### config.mk
export PLATFORM = sky130hd
export DESIGN_NAME = min_prefetch_unit
export DESIGN_NICKNAME = d
export VERILOG_FILES = /design/src/rtl/min_prefetch_unit.sv
export SDC_FILE = /design/constraint.sdc
export NUM_CORES = 1
export LEC_CHECK = 0
export ABC_AREA = 1
export BUFFER_PORTS_ARGS = -buffer_cell sky130_fd_sc_hd__buf_2
export CORE_AREA = 2 2 151 153
export DETAILED_ROUTE_END_ITERATION = 8
export DIE_AREA = 0 0 153 155
export PLACE_DENSITY = 0.59
export SETUP_SLACK_MARGIN = 0.05
export SYNTH_ARGS = -nofsm -noshare
export SYNTH_HDL_FRONTEND = slang
export SYNTH_SLANG_ARGS = --single-unit
### constraint.sdc
create_clock -name clk -period 8.85 [get_ports clk]
set_input_delay 0.885 -clock clk [delete_from_list [all_inputs] [get_ports clk]]
set_output_delay 0.885 -clock clk [all_outputs]
set_load 0.1 [all_outputs]
### src/rtl/min_prefetch_unit.sv
// min_prefetch_unit: sequential instruction prefetch into a small {pc, data} queue.
// Only one memory read is ever outstanding. A redirect flushes the queue and
// restarts fetch at the new address. A request already in flight when the
// redirect arrives is completed and its data dropped, because requests are
// never retracted.
module min_prefetch_unit #(
    parameter int unsigned DEPTH    = 4,
    parameter logic [15:0] RESET_PC = 16'h0000
) (
    input  logic                      clk,
    input  logic                      reset,
    input  logic                      redirect_valid,
    input  logic [15:0]               redirect_pc,
    output logic                      mem_req,
    output logic [15:0]               mem_addr,
    input  logic                      mem_ack,
    input  logic [15:0]               mem_rdata,
    output logic                      instr_valid,
    output logic [15:0]               instr_data,
    output logic [15:0]               instr_pc,
    input  logic                      instr_ready,
    output logic [$clog2(DEPTH):0]    count
);

    localparam int unsigned PTR_W = $clog2(DEPTH);
    localparam int unsigned CNT_W = PTR_W + 1;

    localparam logic [1:0] ST_IDLE    = 2'd0;
    localparam logic [1:0] ST_REQ     = 2'd1;
    localparam logic [1:0] ST_DISCARD = 2'd2;

    logic [1:0]       state;
    logic [1:0]       state_n;
    logic             mem_req_n;
    logic [15:0]      mem_addr_n;
    logic [15:0]      fetch_pc;
    logic [15:0]      fetch_pc_n;
    logic             push;
    logic             pop;
    logic [PTR_W-1:0] wr_ptr;
    logic [PTR_W-1:0] rd_ptr;
    logic [15:0]      q_pc   [DEPTH];
    logic [15:0]      q_data [DEPTH];

    // Head of queue is presented straight from storage; a redirect hides it.
    assign instr_valid = (count != '0) && !redirect_valid;
    assign instr_data  = q_data[rd_ptr];
    assign instr_pc    = q_pc[rd_ptr];
    assign pop         = instr_valid && instr_ready;

    // Fetch FSM next-state and request/fetch-address decisions.
    always_comb begin
        state_n    = state;
        mem_req_n  = mem_req;
        mem_addr_n = mem_addr;
        fetch_pc_n = fetch_pc;
        push       = 1'b0;

        if (redirect_valid) begin
            fetch_pc_n = redirect_pc;
        end

        case (state)
            ST_IDLE: begin
                if (!redirect_valid && (count < CNT_W'(DEPTH))) begin
                    mem_req_n  = 1'b1;
                    mem_addr_n = fetch_pc;
                    state_n    = ST_REQ;
                end
            end
            ST_REQ: begin
                if (mem_ack) begin
                    mem_req_n = 1'b0;
                    state_n   = ST_IDLE;
                    if (!redirect_valid) begin
                        push       = 1'b1;
                        fetch_pc_n = fetch_pc + 16'd1;
                    end
                end else if (redirect_valid) begin
                    state_n = ST_DISCARD;
                end
            end
            ST_DISCARD: begin
                if (mem_ack) begin
                    mem_req_n = 1'b0;
                    state_n   = ST_IDLE;
                end
            end
            default: begin
                mem_req_n = 1'b0;
                state_n   = ST_IDLE;
            end
        endcase
    end

    // FSM state, memory request and fetch address registers.
    always_ff @(posedge clk) begin
        if (reset) begin
            state    <= ST_IDLE;
            mem_req  <= 1'b0;
            mem_addr <= 16'h0000;
            fetch_pc <= RESET_PC;
        end else begin
            state    <= state_n;
            mem_req  <= mem_req_n;
            mem_addr <= mem_addr_n;
            fetch_pc <= fetch_pc_n;
        end
    end

    // Queue storage, pointers and occupancy; a redirect empties the queue.
    always_ff @(posedge clk) begin
        if (reset) begin
            wr_ptr <= '0;
            rd_ptr <= '0;
            count  <= '0;
            for (int i = 0; i < DEPTH; i++) begin
                q_pc[i]   <= 16'h0000;
                q_data[i] <= 16'h0000;
            end
        end else if (redirect_valid) begin
            wr_ptr <= '0;
            rd_ptr <= '0;
            count  <= '0;
        end else begin
            if (push) begin
                q_pc[wr_ptr]   <= mem_addr;
                q_data[wr_ptr] <= mem_rdata;
                wr_ptr         <= wr_ptr + PTR_W'(1);
            end
            if (pop) begin
                rd_ptr <= rd_ptr + PTR_W'(1);
            end
            case ({push, pop})
                2'b10:   count <= count + CNT_W'(1);
                2'b01:   count <= count - CNT_W'(1);
                default: count <= count;
            endcase
        end
    end

endmodule
==> results.json, run 1 <==
{
  "grt_pass1_vias": 5618,
  "die-area_sq_mm": 0.0237,
  "fin_skew_ns": 0.00967,
  "cp_num_buf_inv": 4,
  "path_clk_slew_ns": 0.06,
  "worstMarginPinSlew_ns": 1.06,
  "pwr-share-comb_pct": 19.4,
  "place.gp.congestion": 0.872,
  "cpMaxStageDelayCell": "clkinv_1",
  "drcViolationCount": 0,
  "status": "complete, no violations",
  "p_per_area_mw_per_mm2": 241,
  "grt_max_degree": 66,
  "grt_pass1_wl_microns": 29600,
  "diodes": 0,
  "start_kind": "flip-flop",
  "syn_to_final_growth_pct": 17.1,
  "vias": 5612,
  "fin_tns_setup_ns": 0,
  "grt.total_usage_pct": 16.1,
  "first_iter_violations": 384,
  "max_freq_mhz": 257,
  "cts_buffers": 17,
  "ys_seq_area_share_pct": 62.1,
  "fin_crit_sh_pct": 44.0,
  "hold_start": "rd_ptr[1]$_SDFFE_PP0P_",
  "start_util_pct": 34.2,
  "vdd_ir_drop_max_mv": 0.133,
  "seqPwrFrac_pct": 44.4,
  "cts_setup_buffers": 0,
  "wl_microns": 18700,
  "netlist_instances": 792,
  "grt_overflow_total": 0,
  "fin_crit_ns": 3.89,
  "yosysTopAreaCell": "edfxtp_1",
  "avgRoutedWirePerCell_microns": 16.0,
  "cts.sinks": 172,
  "path_delay_family": "buffers and inverters",
  "maxCapViolations": 0,
  "total_leakage_power_nw": 3.56,
  "dieHeight_microns": 155,
  "cp_data_arrival_time_ns": 3.01,
  "cts_buffer_depth": 2,
  "required_ns": 7.97,
  "critPathMostFrequentCell": "buf_4",
  "worstSetupEndpointType": "output port",
  "netlist_top_cells_area": "edfxtp_1 (51%), dfxtp_1 (12%), nor2_1 (9.4%)",
  "finalHoldViolCount": 0,
  "via_per_inst": 4.82,
  "die_w_microns": 153,
  "relSlewSlack_pct": 29.4,
  "max_stage_delay_ns": 0.59,
  "htree_levels": 4,
  "drive_above_1_share_pct": 17.3,
  "worstHoldPathType": "reg -> reg",
  "switching_share_pct": 33.0,
  "dp_hpwl_microns": 11500,
  "netlist_top_cells_count": "nor2_1 (191), edfxtp_1 (128), o21ai_0 (103)",
  "core_sq_mm": 0.0222,
  "drt_first_pass_iters": 4,
  "synth_async_sr_flop_share_pct": 0,
  "cts-root-buf": "clkbuf_16",
  "cts_tree": "built",
  "crit_path_max_fanout": 65,
  "synthFlopType": "edfxtp_1",
  "cts_resized": 0,
  "power.switching_mw": 0.708,
  "finalNonFillerCells": 1164,
  "synth_nets": 835,
  "antenna_found_initial": 0,
  "nets": 909,
  "rows": 55,
  "synth.ff_latch_count": 172,
  "rsz0062_at_grt": "no",
  "insertion_delay_ns": 0.43,
  "finalSetupViolCount": 0,
  "maxSlewViolCount": 0,
  "yosys.cell_types.count": 34,
  "cp_cell_sequence": "buf_4, clkinv_1, buf_4, o21ai_0, o22ai_1, buf_2",
  "placed_cells": 1132,
  "synth-edff-count": 128,
  "fin_util_pct": 40.1,
  "synth_top_cell_area_share_pct": 50.5,
  "reg2reg_from": "state[1]$_SDFFE_PP0P_",
  "intPower_mw": 1.44,
  "hold_buffers": 0,
  "port_buffers": 89,
  "yosysWarnings": 0,
  "io-pin-count": 90,
  "pwr-share-clk_pct": 36.2,
  "synth_area_sq_mm": 0.00761,
  "avgSynthCellArea_sq_um": 9.61,
  "yosysMostFrequentCell": "nor2_1",
  "ant_nets": 0,
  "critical_path_class": "reg -> out"
}
final timing paths:
kind / slack, ns / endpoint / depth (start not counted)
max: 4.96 / instr_pc[11] / 6
min: 0.49 / rd_ptr[1]$_SDFFE_PP0P_ / 2
max reg2reg: 6.24 / q_data[0][14]$_SDFFCE_PN0P_ / 7
min reg2reg: 0.49 / rd_ptr[1]$_SDFFE_PP0P_ / 2
worst register-to-register path: stages, from the launching register on:
cell and delay [ns]:
dfxtp_1 0.32, inv_1 0.08, ha_1 0.25, nand2_4 0.17
nor2_8 0.18, nand2_2 0.37, nand2_1 0.51, buf_4 0.40
through the flow:
step | total power, mW | setup WS, ns | hold WS [ns] | instance area, sq um
finish | 2.15 | 4.96 | 0.488 | 8910
global route | 2.24 | 4.71 | 0.511 | 8910
CTS | 2.16 | 4.97 | 0.482 | 8910
detailed placement | 1.39 | 5.43 | 0.462 | 8300
global placement | 1.39 | 5.49 | 0.464 | 8300
floorplan | 1.30 | 4.44 | 0.436 | 7610
sequential cells by signal, indices dropped and copies added, names as in the netlist, named ones only:
signal / flops
state: 2
mem_addr: 16
q_pc: 64
count: 3
q_data: 64
rd_ptr: 2
fetch_pc: 16
mem_req: 1
wr_ptr: 2
cells in the final DEF (no fill, tap or decap), drive strengths merged:
cell	instances
a211oi	1
a21o	1
a21oi	34
a221oi	1
a31oi	1
buf	97
bufinv	3
clkbuf	18
clkinv	4
clkinvlp	3
dfxtp	44
edfxtp	128
fa	1
ha	5
inv	91
nand2	54
nand3	18
nand4	6
nor2	200
nor3	26
o211ai	2
o21ai	103
o21bai	2
o221ai	1
o22ai	32
xnor2	2
xor2	1
final cells by class:
class | count | area [sq um]
Fill cell | 2246 | 13300
Sequential cell | 172 | 4730
Multi-Input combinational cell | 491 | 2380
Timing Repair Buffer | 97 | 505
Clock buffer | 18 | 429
Tap cell | 285 | 357
Inverter | 87 | 329
Clock inverter | 14 | 183
kinds of logic after synthesis:
group,share of synthesized area [%]
buffers and inverters,6.92
AND/OR/NAND/NOR,17.0
XOR/XNOR,0.345
AO/OA/AOI/OAI,12.5
adder cells (fa/ha/maj),1.09
flip-flops,62.1
per-layer routing:
layer | global-route usage, % | up-vias | share of wire, %
li1 | - | 2832 | -
met1 | 20.8 | 2602 | 45
met2 | 26.5 | 151 | 48
met3 | 3.84 | 27 | 5.4
met4 | 5.95 | 0 | 1.7
met5 | 0 | - | 0
power groups by stage:
| stage | combinational, mW | clock, mW | sequential [mW] |
|---|---|---|---|
| 3_3_place_gp | 0.416 | 0 | 0.970 |
| 4_1_cts | 0.421 | 0.791 | 0.953 |
| 5_1_grt | 0.445 | 0.832 | 0.959 |
| 3_5_place_dp | 0.420 | 0 | 0.970 |
| 6_report | 0.416 | 0.778 | 0.953 |
| 2_1_floorplan | 0.202 | 0 | 1.10 |
(Power assumes the default switching activity.)
==> run 2, diff against run 1 <==
==> constraint.sdc (replaced) <==
create_clock -name clk -period 3.87 [get_ports clk]
set_input_delay 0.387 -clock clk [delete_from_list [all_inputs] [get_ports clk]]
set_output_delay 0.387 -clock clk [all_outputs]
set_load 0.1 [all_outputs]
==> results.json, run 2 (same netlist as run 1, synthesis figures left out) <==
{
  "report.power.total_mw": 4.77,
  "maxSlewViolCount": 0,
  "ant_nets": 0,
  "fin_tns_setup_ns": 0,
  "fin_skew_ns": 0.00751,
  "final_common_cell": "nor2_1",
  "p_per_area_mw_per_mm2": 538,
  "placed_cell_area_sq_mm": 0.00832,
  "grt_max_degree": 65,
  "critical_path_class": "reg -> out",
  "fin_crit_sh_pct": 75.2,
  "cts.sinks": 172,
  "rows": 55,
  "place.gp.congestion": 0.794,
  "drive_above_1_share_pct": 17.2,
  "insertion_delay_ns": 0.43,
  "preCtsSetupSlack_ns": 1.38,
  "port_buffers": 89,
  "max_freq_mhz": 344,
  "grt.total_usage_pct": 16.2,
  "syn_to_final_growth_pct": 16.6,
  "first_iter_violations": 353,
  "cts_tree": "built",
  "htree_levels": 4,
  "cts_buffers": 17,
  "cts_buffer_depth": 2,
  "postLayoutSetupSlackWorst_ns": 0.959,
  "final_cell_area_sq_mm": 0.00887,
  "antenna_found_initial": 0,
  "worstMarginPinSlew_ns": 0.934,
  "holdWs_ns": 0.184,
  "io-pin-count": 90,
  "hold_buffers": 0,
  "total_leakage_power_nw": 3.55,
  "seq_area_sq_mm": 0.00473,
  "grt_pass1_vias": 5539,
  "vias": 5631,
  "fin_crit_ns": 2.91,
  "via_per_inst": 4.83,
  "relSlewSlack_pct": 37.6,
  "fill_cells": 2206,
  "drcViolationCount": 0,
  "dp_hpwl_microns": 11900,
  "cp_data_arrival_time_ns": 2.52,
  "cts-root-buf": "clkbuf_16",
  "maxCapViolations": 0,
  "reg.largest.list": "q_data: 64 flops, q_pc: 64 flops",
  "grt_overflow_total": 0,
  "finalHoldViolCount": 0,
  "rsz0062_at_grt": "no",
  "path_clk_slew_ns": 0.06,
  "wl_microns": 18600,
  "worstHoldPathType": "in -> reg",
  "cts_resized": 0,
  "cts_setup_buffers": 0,
  "worstSetupEndpointType": "output port",
  "crit_path_max_fanout": 33,
  "core_sq_mm": 0.0222,
  "required_ns": 3.48,
  "nets": 912,
  "start_kind": "flip-flop",
  "die-area_sq_mm": 0.0237,
  "multi_input_area_sq_mm": 0.00238,
  "die_w_microns": 153,
  "status": "complete, no violations",
  "vdd_ir_drop_max_mv": 0.318,
  "avgRoutedWirePerCell_microns": 15.9,
  "drt_first_pass_iters": 5,
  "dieHeight_microns": 155,
  "start_util_pct": 34.2,
  "diodes": 0,
  "grt_pass1_wl_microns": 29800,
  "finalSetupViolCount": 0,
  "layout_common_cells": "nor2_1 (191), edfxtp_1 (128), o21ai_0 (101)"
}
-- run 2: cell count changes in the layout (fill, tap and decap cells not counted), moves of 2 or more --
cell / before / now
inv_8: 2 / 0
clkinv_2: 0 / 2
buf_4: 8 / 11
clkinvlp_4: 3 / 1
-- run 2: worst max-delay path: stages (launching register included) --
cell      delay (ns)
dfxtp_2         0.33
clkinv_1        0.65
buf_4           0.52
o21ai_0         0.19
o22ai_1         0.08
buf_2           0.30
-- run 2: layout make-up --
| cell class | instances | area share (%) |
|---|---|---|
| clock buffer | 19 | 4.88 |
| timing repair buffer | 100 | 5.95 |
| inverter | 87 | 3.71 |
| multi-input combinational | 491 | 26.8 |
| tap | 285 | 4.02 |
| clock inverter | 11 | 1.35 |
| sequential | 172 | 53.3 |
-- run 2: worst paths after layout --
kind	startpoint	endpoint	slack, ns	cells after the start
max reg2reg	state[1]$_SDFFE_PP0P_	q_pc[0][8]$_SDFFCE_PN0P_	1.55	7
min	redirect_pc[1]	fetch_pc[1]$_SDFF_PP0_	0.18	3
max	flip-flop	instr_pc[13]	0.96	5
min reg2reg	rd_ptr[0]$_SDFFE_PP0P_	rd_ptr[0]$_SDFFE_PP0P_	0.49	2
-- run 2: where the power goes --
group | switching [mW] | internal (mW) | leakage, nW | total, mW
logic | 0.801 | 0.155 | 1.60 | 0.956
registers | 0.0653 | 2.11 | 1.69 | 2.17
clock network | 0.698 | 0.943 | 0.269 | 1.64
total | 1.56 | 3.21 | 3.55 | 4.77
-- run 2: metrics by stage --
stage                     std cells  utilization (%)
final                          1165             39.9
after floorplan                 792                -
after detailed placement       1135             37.4
after global placement         1135             37.4
after global routing           1165             39.9
after CTS                      1165             39.9
-- run 2: metal layers --
layer,GRT usage (%),vias to the layer above,wire [microns]
met5,0,-,0
met2,27.3,165,9010
met3,3.68,14,1210
met4,4.89,0,220
met1,20.9,2616,8130
li1,-,2836,-
